===== src/rtl/regfile_wr_arbiter.sv =====
// regfile_wr_arbiter
//   Shares one integer register-file write port between EX-stage writeback and
//   load-return data from the LSQ. EX has priority; LSQ returns are buffered in
//   a small FIFO and drained in free slots. A starvation guard forces a FIFO
//   drain (stalling EX) once the non-empty FIFO has been denied STARVE_LIMIT
//   enabled cycles in a row.
//
// Ports
//   clk_i, resetb_i, clk_en_i        : clock, sync active-low reset, clock enable
//   exs_wr_i/addr_i/data_i           : EX writeback request
//   exs_stall_o                      : EX write not taken this cycle, EX holds
//   lsq_valid_i/addr_i/data_i        : load return
//   lsq_ready_o                      : FIFO can accept a load return
//   rf_wr_o/addr_o/data_o            : registered register-file write port
//   pend_cnt_o                       : registered FIFO occupancy
module regfile_wr_arbiter #(
  parameter int unsigned XLEN         = 32,
  parameter int unsigned FIFO_DEPTH   = 2,
  parameter int unsigned STARVE_LIMIT = 4
) (
  input  logic                          clk_i,
  input  logic                          resetb_i,
  input  logic                          clk_en_i,
  input  logic                          exs_wr_i,
  input  logic [4:0]                    exs_addr_i,
  input  logic [XLEN-1:0]               exs_data_i,
  output logic                          exs_stall_o,
  input  logic                          lsq_valid_i,
  output logic                          lsq_ready_o,
  input  logic [4:0]                    lsq_addr_i,
  input  logic [XLEN-1:0]               lsq_data_i,
  output logic                          rf_wr_o,
  output logic [4:0]                    rf_addr_o,
  output logic [XLEN-1:0]               rf_data_o,
  output logic [$clog2(FIFO_DEPTH):0]   pend_cnt_o
);

  localparam int unsigned PtrW = $clog2(FIFO_DEPTH);
  localparam int unsigned CntW = PtrW + 1;
  localparam int unsigned StW  = $clog2(STARVE_LIMIT + 1);

  logic [PtrW-1:0] rd_ptr_q, rd_ptr_d, wr_ptr_q, wr_ptr_d;
  logic [CntW-1:0] cnt_q, cnt_d;
  logic [StW-1:0]  starve_q, starve_d;
  logic [4:0]      mem_addr_q [FIFO_DEPTH];
  logic [4:0]      mem_addr_d [FIFO_DEPTH];
  logic [XLEN-1:0] mem_data_q [FIFO_DEPTH];
  logic [XLEN-1:0] mem_data_d [FIFO_DEPTH];
  logic            rf_wr_q, rf_wr_d;
  logic [4:0]      rf_addr_q, rf_addr_d;
  logic [XLEN-1:0] rf_data_q, rf_data_d;

  logic            active, fifo_empty, fifo_full, starve_hit;
  logic            push, grant_fifo, grant_ex;
  logic [4:0]      head_addr;
  logic [XLEN-1:0] head_data;

  assign active     = clk_en_i & resetb_i;
  assign fifo_empty = (cnt_q == '0);
  assign fifo_full  = (cnt_q == CntW'(FIFO_DEPTH));
  assign starve_hit = (starve_q == StW'(STARVE_LIMIT));
  assign head_addr  = mem_addr_q[rd_ptr_q];
  assign head_data  = mem_data_q[rd_ptr_q];

  // Ready looks only at registered occupancy: a same-cycle pop never frees a slot.
  assign lsq_ready_o = ~fifo_full & active;
  assign push        = lsq_valid_i & lsq_ready_o;

  always_comb begin
    grant_fifo  = 1'b0;
    grant_ex    = 1'b0;
    exs_stall_o = 1'b0;
    if (active) begin
      if (starve_hit && !fifo_empty) begin
        grant_fifo  = 1'b1;
        exs_stall_o = exs_wr_i;
      end else if (exs_wr_i) begin
        grant_ex = 1'b1;
      end else if (!fifo_empty) begin
        grant_fifo = 1'b1;
      end
    end
  end

  // FIFO storage and pointers; pointers wrap naturally as depth is a power of 2.
  always_comb begin
    mem_addr_d = mem_addr_q;
    mem_data_d = mem_data_q;
    wr_ptr_d   = wr_ptr_q;
    rd_ptr_d   = rd_ptr_q;
    cnt_d      = cnt_q;
    if (push) begin
      mem_addr_d[wr_ptr_q] = lsq_addr_i;
      mem_data_d[wr_ptr_q] = lsq_data_i;
      wr_ptr_d             = wr_ptr_q + PtrW'(1);
    end
    if (grant_fifo) begin
      rd_ptr_d = rd_ptr_q + PtrW'(1);
    end
    unique case ({push, grant_fifo})
      2'b10:   cnt_d = cnt_q + CntW'(1);
      2'b01:   cnt_d = cnt_q - CntW'(1);
      default: cnt_d = cnt_q;
    endcase
  end

  // Starve counter counts consecutive enabled cycles the non-empty FIFO is denied.
  always_comb begin
    starve_d = starve_q;
    if (active) begin
      if (fifo_empty || grant_fifo) begin
        starve_d = '0;
      end else if (!starve_hit) begin
        starve_d = starve_q + StW'(1);
      end
    end
  end

  // Output register: x0 writes are consumed but never assert the enable.
  always_comb begin
    rf_wr_d   = rf_wr_q;
    rf_addr_d = rf_addr_q;
    rf_data_d = rf_data_q;
    if (grant_fifo) begin
      rf_wr_d   = (head_addr != 5'd0);
      rf_addr_d = head_addr;
      rf_data_d = head_data;
    end else if (grant_ex) begin
      rf_wr_d   = (exs_addr_i != 5'd0);
      rf_addr_d = exs_addr_i;
      rf_data_d = exs_data_i;
    end else if (active) begin
      rf_wr_d = 1'b0;
    end
  end

  always_ff @(posedge clk_i) begin
    if (!resetb_i) begin
      rd_ptr_q  <= '0;
      wr_ptr_q  <= '0;
      cnt_q     <= '0;
      starve_q  <= '0;
      rf_wr_q   <= 1'b0;
      rf_addr_q <= '0;
      rf_data_q <= '0;
      for (int i = 0; i < FIFO_DEPTH; i++) begin
        mem_addr_q[i] <= '0;
        mem_data_q[i] <= '0;
      end
    end else begin
      rd_ptr_q   <= rd_ptr_d;
      wr_ptr_q   <= wr_ptr_d;
      cnt_q      <= cnt_d;
      starve_q   <= starve_d;
      rf_wr_q    <= rf_wr_d;
      rf_addr_q  <= rf_addr_d;
      rf_data_q  <= rf_data_d;
      mem_addr_q <= mem_addr_d;
      mem_data_q <= mem_data_d;
    end
  end

  assign rf_wr_o    = rf_wr_q;
  assign rf_addr_o  = rf_addr_q;
  assign rf_data_o  = rf_data_q;
  assign pend_cnt_o = cnt_q;

endmodule


===== config.mk =====
export PLATFORM = sky130hd
export DESIGN_NAME = regfile_wr_arbiter
export DESIGN_NICKNAME = d
export VERILOG_FILES = /design/src/rtl/regfile_wr_arbiter.sv
export SDC_FILE = /design/constraint.sdc
export NUM_CORES = 1
export LEC_CHECK = 0
export BUFFER_PORTS_ARGS = -buffer_cell sky130_fd_sc_hd__buf_4
export CAP_MARGIN = 20
export CORE_UTILIZATION = 45
export CTS_BUF_LIST = sky130_fd_sc_hd__clkbuf_4 sky130_fd_sc_hd__clkbuf_8 sky130_fd_sc_hd__clkbuf_16
export CTS_CLUSTER_SIZE = 20
export DETAILED_ROUTE_END_ITERATION = 8
export PLACE_DENSITY_LB_ADDON = 0.3
export SYNTH_ARGS = -nofsm -noshare
export SYNTH_HDL_FRONTEND = slang
export SYNTH_SLANG_ARGS = --single-unit

===== constraint.sdc =====
create_clock -name clk_i -period 2.1 [get_ports clk_i]
set_input_delay 0.105 -clock clk_i [delete_from_list [all_inputs] [get_ports clk_i]]
set_output_delay 0.105 -clock clk_i [all_outputs]
set_load 0.02 [all_outputs]

Word level (Yosys, flattened, before mapping)
Cells that the tools add are included.
{"block": "classes", "n_addsub": 5, "multipliers": 0, "n_div": 0, "magnitude_cmp": 3, "eq_ne": 5, "shift": 0, "muxes": 31, "bitwise_logic": 6, "reduce_logical": 11}
{"cell": "32-bit 2-to-1 mux", "n": 6}
{"cell": "64-bit bitwise mux", "n": 1}
{"cell": "32-bit demux with 1-bit select", "n": 1}
{"cell": "5-bit 2-to-1 mux", "n": 6}
{"cell": "1-bit 2-to-1 mux", "n": 12}
{"cell": "10-bit bitwise mux", "n": 1}
{"cell": "5-bit nonzero test", "n": 2}
{"cell": "3-bit 2-to-1 mux", "n": 2}
{"cell": "5-bit demux with 1-bit select", "n": 1}
{"cell": "2-bit == test (second input constant)", "n": 2}
{"cell": "2-bit greater-or-equal comparator (second input constant)", "n": 2}
{"cell": "1-bit NOT with 2-bit output", "n": 2}
{"cell": "2-bit case mux with 2 select lines", "n": 1}
{"cell": "2-bit nonzero test", "n": 2}
{"cell": "3-bit by 1-bit adder with 3-bit output (second input constant)", "n": 1}
{"cell": "1-bit AND", "n": 3}
{"cell": "3-bit == test (second input constant)", "n": 1}
{"cell": "3-bit nonzero test", "n": 1}
{"cell": "1-bit adder (second input constant)", "n": 2}
{"cell": "2-bit by 1-bit adder with 2-bit output (second input constant)", "n": 1}
{"cell": "2-bit by 1-bit == test with 1-bit output (second input constant)", "n": 1}
{"cell": "1-bit logical AND", "n": 2}
{"cell": "2-bit logical NOT", "n": 1}
{"cell": "2-bit by 1-bit less-than comparator with 1-bit output (second input constant)", "n": 1}
{"cell": "other kinds (6)", "n": 6}
{"block": "word_totals", "reg_bits": 119, "latch_bits": 0, "ram_bits": 0, "romBits": 0, "in_bits": 79, "out_inout_bits": 42, "wordCells": 72, "mem_count": 0}

Depth between registers and ports, before layout
Gate-level depths: netlist of run 1.
{"block": "logic_depth", "ltp_word": 8, "depth_mapped": 9, "mapped_depth_nobuf": 8}

Worst setup path before layout of run 1
No wires, ideal clock.
{"block": "synth_timing", "path_type": "register to register", "start": "register cnt_q[0] (netlist: pend_cnt_o[0])", "end": "register cnt_q[1] (netlist: pend_cnt_o[1])", "t_arrival_ns": 1.932, "t_required_ns": 2.030, "slack_ns": 0.097, "path_stages_with_launch": 8, "n_path_buf": 2, "synth_period_minus_slack_ns": 2.003, "cell_sequence": "dfxtp_1 buf_2 nor2_1 nor3b_2 buf_2 ha_1 or3_1 a21oi_1"}
{"block": "synth_via", "elab_chain_len": 7, "elab_cells_between_ends": 17, "cone_classes": "add/sub (2); eq/ne (3); mux (5); bitwise (3); reduce/logical (4)"}
{"element": "from (decl)", "line_no": "43", "rtl": "logic [CntW-1:0] cnt_q, cnt_d;"}
{"element": "from (signal assigned)", "line_no": "153", "rtl": "cnt_q <= cnt_d;"}
{"element": "2-bit logical NOT", "line_no": "59", "rtl": "assign fifo_empty = (cnt_q == '0);"}
{"element": "1-bit 2-to-1 mux / 1-bit logical NOT (equally long branches)"}
{"element": "1-bit 2-to-1 mux / 1-bit logical AND (equally long branches)", "line_no": "77, 74"}
{"element": "1-bit 2-to-1 mux", "line_no": "74", "rtl": "if (starve_hit && !fifo_empty) begin"}
{"element": "1-bit 2-to-1 mux", "line_no": "73", "rtl": "if (active) begin"}
{"element": "2-bit by 1-bit == test with 1-bit output / 2-bit == test (equally long branches)", "line_no": "100", "rtl": "unique case ({push, grant_fifo})"}
{"element": "2-bit case mux with 2 select lines / 2-bit nonzero test (equally long branches)"}
Several ways; a longest one is shown, not always the timed one.
A chain may end at the register's enable or synchronous reset.

Worst setup path after layout of run 1
{"block": "layout_timing", "start": "register starve_q[0]", "end": "register cnt_q[1] (netlist: pend_cnt_o[1])"}
{"block": "layout_via", "elab_chain_len": 6, "elab_cells_between_ends": 8, "cone_classes": "eq/ne (3); mux (3); reduce/logical (2)"}
{"element": "from (decl)", "line_no": "44", "rtl": "logic [StW-1:0] starve_q, starve_d;"}
{"element": "from (signal assigned)", "line_no": "154", "rtl": "starve_q <= starve_d;"}
{"element": "3-bit == test *", "line_no": "61", "rtl": "assign starve_hit = (starve_q == StW'(STARVE_LIMIT));"}
{"element": "1-bit logical AND *", "line_no": "74"}
{"element": "1-bit 2-to-1 mux *", "line_no": "74"}
{"element": "1-bit 2-to-1 mux *", "line_no": "73"}
{"element": "2-bit by 1-bit == test with 1-bit output / 2-bit == test (equally long branches)", "line_no": "100"}
{"element": "2-bit case mux with 2 select lines / 2-bit nonzero test (equally long branches)"}
Mark *: on every way between the ends. The rest lies on a longest branch, timed or not.

==> results of run 1 <==
## layer usage
metal	vias up	GRT usage, %	wire (um)
met5	-	0	0
met4	0	9.92	180
met3	18	4.45	905
met2	197	46.0	7350
met1	2260	31.3	6100
li1	2314	-	-
## where the power goes
group / leakage [uW] / total [uW] / switching [uW] / internal [uW]
Clock: 0.000283 / 2740 / 916 / 1820
Combinational: 0.00164 / 597 / 276 / 321
Sequential: 0.000965 / 2360 / 37.0 / 2320
## registers in the layout, summed over array words and instances, names as in the netlist
signal      flops
mem_addr_q     10
mem_data_q     64
pend_cnt_o      2
rd_ptr_q        1
rf_addr_o       5
rf_data_o      32
rf_wr_o         1
starve_q        3
wr_ptr_q        1
## cells in the mapped netlist (2+ instances only)
| master | count |
|---|---|
| a222oi_1 | 37 |
| and3_1 | 2 |
| ha_1 | 3 |
| nor2_1 | 45 |
| xnor2_1 | 2 |
| nand2_1 | 152 |
| buf_2 | 20 |
| dfxtp_1 | 119 |
| buf_4 | 3 |
| inv_1 | 3 |
| nand3_1 | 6 |
| nand2b_1 | 4 |
| or3_1 | 2 |
| nor4_1 | 2 |
| clkbuf_1 | 17 |
| mux2_2 | 37 |
| buf_6 | 4 |
| a21oi_1 | 78 |
| nor2b_1 | 2 |
## final cells by class
| cell class | instances | share of cell area [%] |
|---|---|---|
| Clock inverter | 4 | 0.975 |
| Timing Repair Buffer | 210 | 25.1 |
| Sequential cell | 119 | 33.2 |
| Inverter | 3 | 0.174 |
| Multi-Input combinational cell | 387 | 31.4 |
| Tap cell | 136 | 2.37 |
| Clock buffer | 24 | 6.84 |
## cells by family after synthesis
| kind of cell | count (synthesis) |
|---|---|
| compound gates | 123 |
| buf+inv | 47 |
| flops | 119 |
| xor+xnor | 3 |
| fa+ha+maj | 3 |
| simple gates | 220 |
| mux | 37 |
## critical path: stages (launching register included)
cell and delay [ns]:
dfxtp_1 0.35, inv_1 0.07, ha_1 0.22, a21bo_1 0.22
nor3b_4 0.16, ha_1 0.32, or3_1 0.35, a21oi_1 0.13
## through the flow
step / setup WS [ns] / power (uW) / area (um2) / hold WS, ns
after floorplan: 0.0975 / 2640 / 4850 / 0.241
after global placement: 0.192 / 2860 / 5850 / 0.363
after detailed placement: 0.0830 / 2870 / 5850 / 0.371
after CTS: 0.0753 / 5720 / 7170 / 0.102
after global routing: 0.0823 / 5890 / 7190 / 0.137
final: 0.207 / 5690 / 7190 / 0.118
## worst paths after layout
check,cells past startpoint,end,slack (ns)
worst min register to register,2,mem_data_q[30]$_SDFFE_PN0P_,0.45
worst max-delay path,7,pend_cnt_o[1]$_SDFFE_PN0P_,0.21
worst min-delay path,5,mem_data_q[35]$_SDFFE_PN0P_,0.12
worst max register to register,7,pend_cnt_o[1]$_SDFFE_PN0P_,0.21
## repair_timing
action	4_1_cts	5_1_grt
resized for setup	0	1
endpoints found under the setup margin	0	37
endpoints found under the hold margin	115	0
setup buffers	0	0
hold buffers	76	0
==> run summary, run 1 <==
Die area: 11200 um2
Synth cell types: 33
Critical Path End Type: flip-flop
Mapped Area: 4850 um2
Nets: 820
Final cycle utilization of the critical path: 90.2%
Critical Path RT: 2.53 ns
Filler cells: 789
Initial Utilization: 46.8%
Pwr/cell area: 791 nW/um2
RSZ-0062 raised after global routing: no
# DRC: 0
Wire per inst: 16.5 um
Clock Root Buffer: clkbuf_8
Layout area overhead: 48.3%
Final hold vios: 0
Vias/cell: 5.42
Pin count of the biggest net entering global routing: 62
Clock Sinks: 119
Startpoint class of the critical path: flip-flop
Largest fanout on the critical path: 3
# rows: 37
Post-Synth Simple-Gate Area: 18.5%
Ports: 121
Non-Filler Instances: 883
Sequential element share of the synthesized area: 49.1%
GR Util All Layers: 26.0%
CP Data Arrival Time: 2.33 ns
Leakage power: 0.00289 uW
Primary FF master, synth: dfxtp_1
CTS tree: done
Multiplexer area fraction after synthesis: 8.59%
Max_cap viols: 0
Max frequency: 0.528 GHz
DR iter-0 viols: 538
Yosys top cell area share: 49.1%
Max-Slew Margin vs Limit: 52.9%
Setup TNS: 0 ns
Clk_skew: 0.00772 ns
Mean Syn Cell Area: 8.78 um2
Chip height: 106 um
Initial antenna violation count: 0
Reg area: 2380 um2
Xor and xnor fraction of the mapped netlist area: 0.542%
Asr flop ratio synth: 0%
H-tree depth: 4
Final ANT Viol Nets: 0
Synth Instances: 552
Warnings, synthesis: 0
Clock slew at reported path FFs: 0.05 ns
Bufs on Longest Clock Path: 2
Global placer's final weighted congestion: 0.813
# setup viols final: 0
Tmin final: 1.89 ns
First-pass GRT wire length: 22.9 mm
CP Class: flip-flop to flip-flop
Number of synthesized flops with an enable pin: 0
Compound-Gate Fraction of Synth Area: 17.4%
# port buffers: 120
RR Startpoint: starve_q[0]$_SDFFE_PN0P_
Commonest non-fill, non-tap cell in the layout: nand2_1
GR Overflow Total: 0
Core area: 10400 um2
Inserted Diodes: 0
Setup crit start: starve_q[0]$_SDFFE_PN0P_
Post-Route WL: 14.5 mm
Top post-synthesis cells by area: dfxtp_1 (49%), nand2_1 (12%), mux2_2 (8.6%)
Clk_lat worst skew: 0.50 ns
Synth Area in Adders: 0.774%
Vias: 4789
Hpwl dp: 8.55 mm
Worst hold path startpoint: lsq_valid_i
Most frequent cells in the layout: nand2_1 (152), buf_4 (131), dfxtp_1 (118)
Vias in the first global route: 4820
Hold WC Path Type: input pin to flip-flop
Slew @ Worst Pin: 0.705 ns
Register bit total from synthesis: 119
Layout Utilization: 69.3%
First-pass DRT Iterations: 7
Peak supply drop: 0.496 mV
Status: completed
Area of the multi-input gates: 2260 um2
Dpl cells: 778
Largest family of logic cells by synthesized area: simple AND/OR/NAND/NOR gates
Slew Viols, Final: 0
Leading area contributor after synthesis: dfxtp_1
DIE WIDTH: 106 um
CTS Buf Count: 17
Synthesized Nets: 634
Layout cells sized above 1: 28.0%
Power figures use the tool's default switching activity.
==> inputs of run 2 (changes only) <==
clock period = 2.34 ns   (was 2.1 ns; I/O delays follow)
==> run summary, run 2 (synthesized netlist as in run 1, its figures left out) <==
CTS Buf Count: 17
Tmin final: 2.09 ns
Hold WC Path Type: input pin to flip-flop
# rows: 37
Setup Buffers After CTS: 0
Ports: 121
Clk_skew: 0.0108 ns
# DRC: 0
Vias in the first global route: 5007
Core area: 10400 um2
Status: completed
Max-Slew Margin vs Limit: 36.5%
# port buffers: 120
Worst hold slack: 0.214 ns
Top reg by flops: mem_data_q
Wire per inst: 16.6 um
Commonest non-fill, non-tap cell in the layout: nand2_1
Post-Route WL: 14.6 mm
Bufs on Longest Clock Path: 2
CP Data Arrival Time: 2.53 ns
Slew @ Worst Pin: 0.951 ns
Clock Sinks: 119
CTS tree: done
Hpwl dp: 8.61 mm
Peak supply drop: 0.400 mV
GR Util All Layers: 26.7%
Resize count post-CTS: 0
Die area: 11200 um2
Initial Utilization: 46.8%
Critical Path End Type: flip-flop
DR iter-0 viols: 423
Max FFs per register: 64
Vias/cell: 5.48
Global placer's final weighted congestion: 0.799
Filler cells: 785
Clk_lat worst skew: 0.51 ns
Most frequent cells in the layout: nand2_1 (152), buf_4 (131), dfxtp_1 (118)
Pwr/cell area: 724 nW/um2
Reg area: 2380 um2
Final hold vios: 0
First-pass GRT wire length: 23.5 mm
Inserted Diodes: 0
# setup viols final: 0
H-tree depth: 4
Area of the multi-input gates: 2240 um2
Critical Path RT: 2.78 ns
DIE WIDTH: 106 um
RSZ-0062 raised after global routing: no
Leakage power: 0.00287 uW
Largest fanout on the critical path: 37
Clock slew at reported path FFs: 0.06 ns
Chip height: 106 um
Slew Viols, Final: 0
Initial antenna violation count: 0
Pin count of the biggest net entering global routing: 44
Nets: 818
First-pass DRT Iterations: 6
CP Class: flip-flop to flip-flop
Startpoint class of the critical path: flip-flop
Clock Root Buffer: clkbuf_8
Final ANT Viol Nets: 0
Max_cap viols: 0
Layout cells sized above 1: 28.1%
Layout area overhead: 48.1%
Setup TNS: 0 ns
Final cycle utilization of the critical path: 89.2%
Vias: 4841
Max frequency: 0.479 GHz
GR Overflow Total: 0
run 2: cell count changes in the layout (fill, tap and decap cells not counted):
cell        before  now
buf_12           3    2
bufinv_16        2    3
clkbuf_8         5    3
clkinv_2         3    5
clkinvlp_4       0    2
nor2b_4          2    1
run 2: what timing repair did:
action	4_1_cts	5_1_grt
endpoints found under the setup margin	0	0
hold buffers	76	0
hold endpoints to repair	115	0
run 2: final timing paths:
check	depth (start not counted)	slack [ns]	endpoint	startpoint
setup reg to reg	6	0.25	rf_data_o[11]$_SDFFE_PN0P_	starve_q[0]$_SDFFE_PN0P_
hold / removal	5	0.21	wr_ptr_q$_SDFFE_PN0N_	lsq_valid_i
setup / recovery	6	0.25	rf_data_o[11]$_SDFFE_PN0P_	starve_q[0]$_SDFFE_PN0P_
hold reg to reg	2	0.45	mem_data_q[60]$_SDFFE_PN0P_	mem_data_q[60]$_SDFFE_PN0P_
run 2: final cells by class:
| class | instances | share of cell area [%] |
|---|---|---|
| Clock buffer | 22 | 6.46 |
| Clock inverter | 9 | 1.74 |
| Inverter | 3 | 0.174 |
| Multi-Input combinational cell | 386 | 31.2 |
| Sequential cell | 119 | 33.2 |
| Tap cell | 136 | 2.37 |
| Timing Repair Buffer | 209 | 24.8 |
run 2: worst max-delay path: stages (launching register included):
cell	delay, ns
dfxtp_1	0.35
inv_1	0.07
ha_1	0.23
o211ai_2	0.11
nor2b_4	0.82
a222oi_1	0.31
nor2_1	0.13
run 2: where the power goes:
part	switching, uW	internal [uW]	leakage [uW]
logic	244	285	0.00162
registers	37.3	2080	0.000965
clock network	860	1700	0.000291
total	1140	4060	0.00287
run 2: through the flow:
stage | power (uW) | util (%) | instance area, um2 | worst slack, ns | std cells
after global routing | 5370 | 69.3 | 7180 | 0.0204 | 884
after global placement | 2560 | 56.2 | 5830 | 0.419 | 777
final | 5200 | 69.3 | 7180 | 0.252 | 884
after detailed placement | 2570 | 56.2 | 5830 | 0.277 | 777
after floorplan | 2370 | - | 4850 | 0.337 | 552
after CTS | 5220 | 69.3 | 7180 | 0.302 | 884
run 2: metal layers:
metal,part of all wire [%],GRT usage [%],wire [um],up-vias
li1,-,-,-,2308
met1,41,30.3,5970,2297
met2,50,46.8,7340,206
met3,6.9,6.80,1010,30
met4,2.2,11.9,320,0
met5,0,0,0,-
==> inputs of run 3 (changes only) <==
ABC_AREA = 1   (was unset)
==> run summary, run 3 <==
Status: completed
GR Overflow Total: 0
Largest family of logic cells by synthesized area: simple AND/OR/NAND/NOR gates
Vias in the first global route: 4832
Net Sw Frac: 22.5%
DIE WIDTH: 110 um
Post-CTS Hold Fix Bufs: 59
Power share of the clock group: 49.9%
# setup viols final: 0
Pin count of the biggest net entering global routing: 85
CTS Buf Count: 17
Max-Slew Margin vs Limit: 51.6%
Mean Syn Cell Area: 6.64 um2
GR Util All Layers: 24.7%
Setup Buffers After CTS: 0
# rows: 39
Clock Sinks: 119
Multiplexer area fraction after synthesis: 0%
Number of synthesized flops with an enable pin: 0
Synth cell types: 24
Core area: 11400 um2
Leakage power: 0.00340 uW
Ports: 121
Setup crit start: starve_q[0]$_SDFFE_PN0P_
Mapped Area: 5260 um2
Reg2Reg Depth: 9
Global placer's final weighted congestion: 0.855
Max_cap viols: 0
Initial Utilization: 46.1%
Most frequent cells after synthesis: nand2_1 (238), nor2_1 (160), dfxtp_1 (119), o21ai_1 (53), inv_1 (49)
Wire per inst: 12.8 um
Slew @ Worst Pin: 0.725 ns
Sequential element share of the synthesized area: 45.3%
Asr flop ratio synth: 0%
Synth Area in Adders: 0.713%
RSZ-0062 raised after global routing: no
Xor and xnor fraction of the mapped netlist area: 0%
Int Pwr: 4260 uW
Post-Place Cell Area: 6190 um2
Nets: 1035
Clock Root Buffer: clkbuf_16
Pwr/cell area: 742 nW/um2
Post-Synth Simple-Gate Area: 32.9%
Max frequency: 0.560 GHz
First-pass GRT wire length: 22.9 mm
CP Class: flip-flop to flip-flop
CP Data Arrival Time: 2.07 ns
Vias: 5252
Commonest non-fill, non-tap cell in the layout: nand2_1
Worst hold path startpoint: lsq_data_i[7]
Fin area: 7400 um2
Critical Path RT: 2.62 ns
Comb pwr share: 11.0%
Compound-Gate Fraction of Synth Area: 12.4%
Total power: 5490 uW
Clk_skew: 0.0104 ns
Slew Viols, Final: 0
Final hold vios: 0
Startpoint class of the critical path: flip-flop
Hold path cells: 3
Switching power: 1230 uW
Hold WC Path Type: input pin to flip-flop
Layout cells sized above 1: 18.0%
Layout area overhead: 40.7%
Sequential Power Share: 39.1%
Synthesized Nets: 874
First-pass DRT Iterations: 4
Clock slew at reported path FFs: 0.05 ns
Top post-synthesis cells by area: dfxtp_1 (45%), nand2_1 (17%), nor2_1 (11%)
Most frequent cells in the layout: nand2_1 (238), nor2_1 (160), buf_4 (129)
Final cycle utilization of the critical path: 76.4%
Die area: 12100 um2
Chip height: 110 um
Register bit total from synthesis: 119
Initial antenna violation count: 0
H-tree depth: 4
Critical Path End Type: flip-flop
Tmin final: 1.79 ns
Final ANT Viol Nets: 0
Largest fanout on the critical path: 4
Primary FF master, synth: dfxtp_1
Setup TNS: 0 ns
Most frequent cell after synthesis: nand2_1
Warnings, synthesis: 0
DR iter-0 viols: 278
CTS tree: done
# port buffers: 120
Resize count post-CTS: 0
# DRC: 0
Peak supply drop: 0.411 mV
Bufs on Longest Clock Path: 2
Clk_lat worst skew: 0.40 ns
RR Startpoint: starve_q[0]$_SDFFE_PN0P_
Leading area contributor after synthesis: dfxtp_1
Inserted Diodes: 0
Yosys top cell area share: 45.3%
Flop2flop setup slack: 0.55 ns
Top reg by flops: mem_data_q
Hpwl dp: 8.24 mm
Vias/cell: 4.74
Synth Instances: 792
Max FFs per register: 64
Post-Route WL: 14.1 mm
run 3: changes by cell type after synthesis, sizes merged, moves of 3 or more:
cell	change
nor2	+119
nand3	+32
mux2	-37
inv	+50
a21oi	-37
nand2	+87
o21ai	+80
nor2b	-3
nand2b	-4
a222oi	-37
run 3: kinds of logic after synthesis:
| group | count (synthesis) |
|---|---|
| AO/OA/AOI/OAI | 126 |
| adder cells (fa/ha/maj) | 3 |
| AND/OR/NAND/NOR | 443 |
| flip-flops | 119 |
| buffers and inverters | 101 |
run 3: final cells by class:
cell class              instances  area, um2
fillers                      1073       4010
multi-input cells             572       2440
repair buffers                189       1580
well taps                     143        179
flip-flops and latches        119       2380
clock buffers                  22        475
inverters                      54        203
clock inverters                 9        149
run 3: path summary, 6_finish.rpt:
path,end
max,pend_cnt_o[1]$_SDFFE_PN0P_
min,mem_data_q[39]$_SDFFE_PN0P_
max reg2reg,pend_cnt_o[1]$_SDFFE_PN0P_
min reg2reg,mem_data_q[1]$_SDFFE_PN0P_
run 3: metrics by stage:
step / std cells / utilization, % / hold slack, ns / setup slack [ns]
2_1_floorplan: 792 / - / 0.216 / 0.494
3_3_place_gp: 1018 / 54.2 / 0.337 / 0.540
3_5_place_dp: 1018 / 54.2 / 0.330 / 0.446
4_1_cts: 1108 / 64.8 / 0.000497 / 0.562
5_1_grt: 1108 / 64.8 / 0.00115 / 0.415
6_report: 1108 / 64.8 / 0.00818 / 0.553
run 3: power by group through the flow:
stage                     sequential [uW]  combinational, uW  clock [uW]
after global routing                 2150                679        2880
final                                2150                607        2740
after CTS                            2150                609        2780
after global placement               2190                526           0
after floorplan                      2220                265           0
after detailed placement             2190                528           0
run 3: layer usage:
layer  vias up  track usage (%)  share of wire (%)
met3        10             6.53                6.4
met1      2300             31.9                 45
met5         -                0                  0
met4         0             6.11               0.87
met2       146             40.9                 47
li1       2796                -                  -
run 3: worst max-delay path, stage by stage (launching register included):
cell	delay [ns]
dfxtp_1	0.37
inv_1	0.06
ha_1	0.20
a21oi_1	0.25
nor2_4	0.07
ha_1	0.30
a21oi_1	0.11
o21ai_0	0.11
o21ai_0	0.15
a21oi_1	0.05
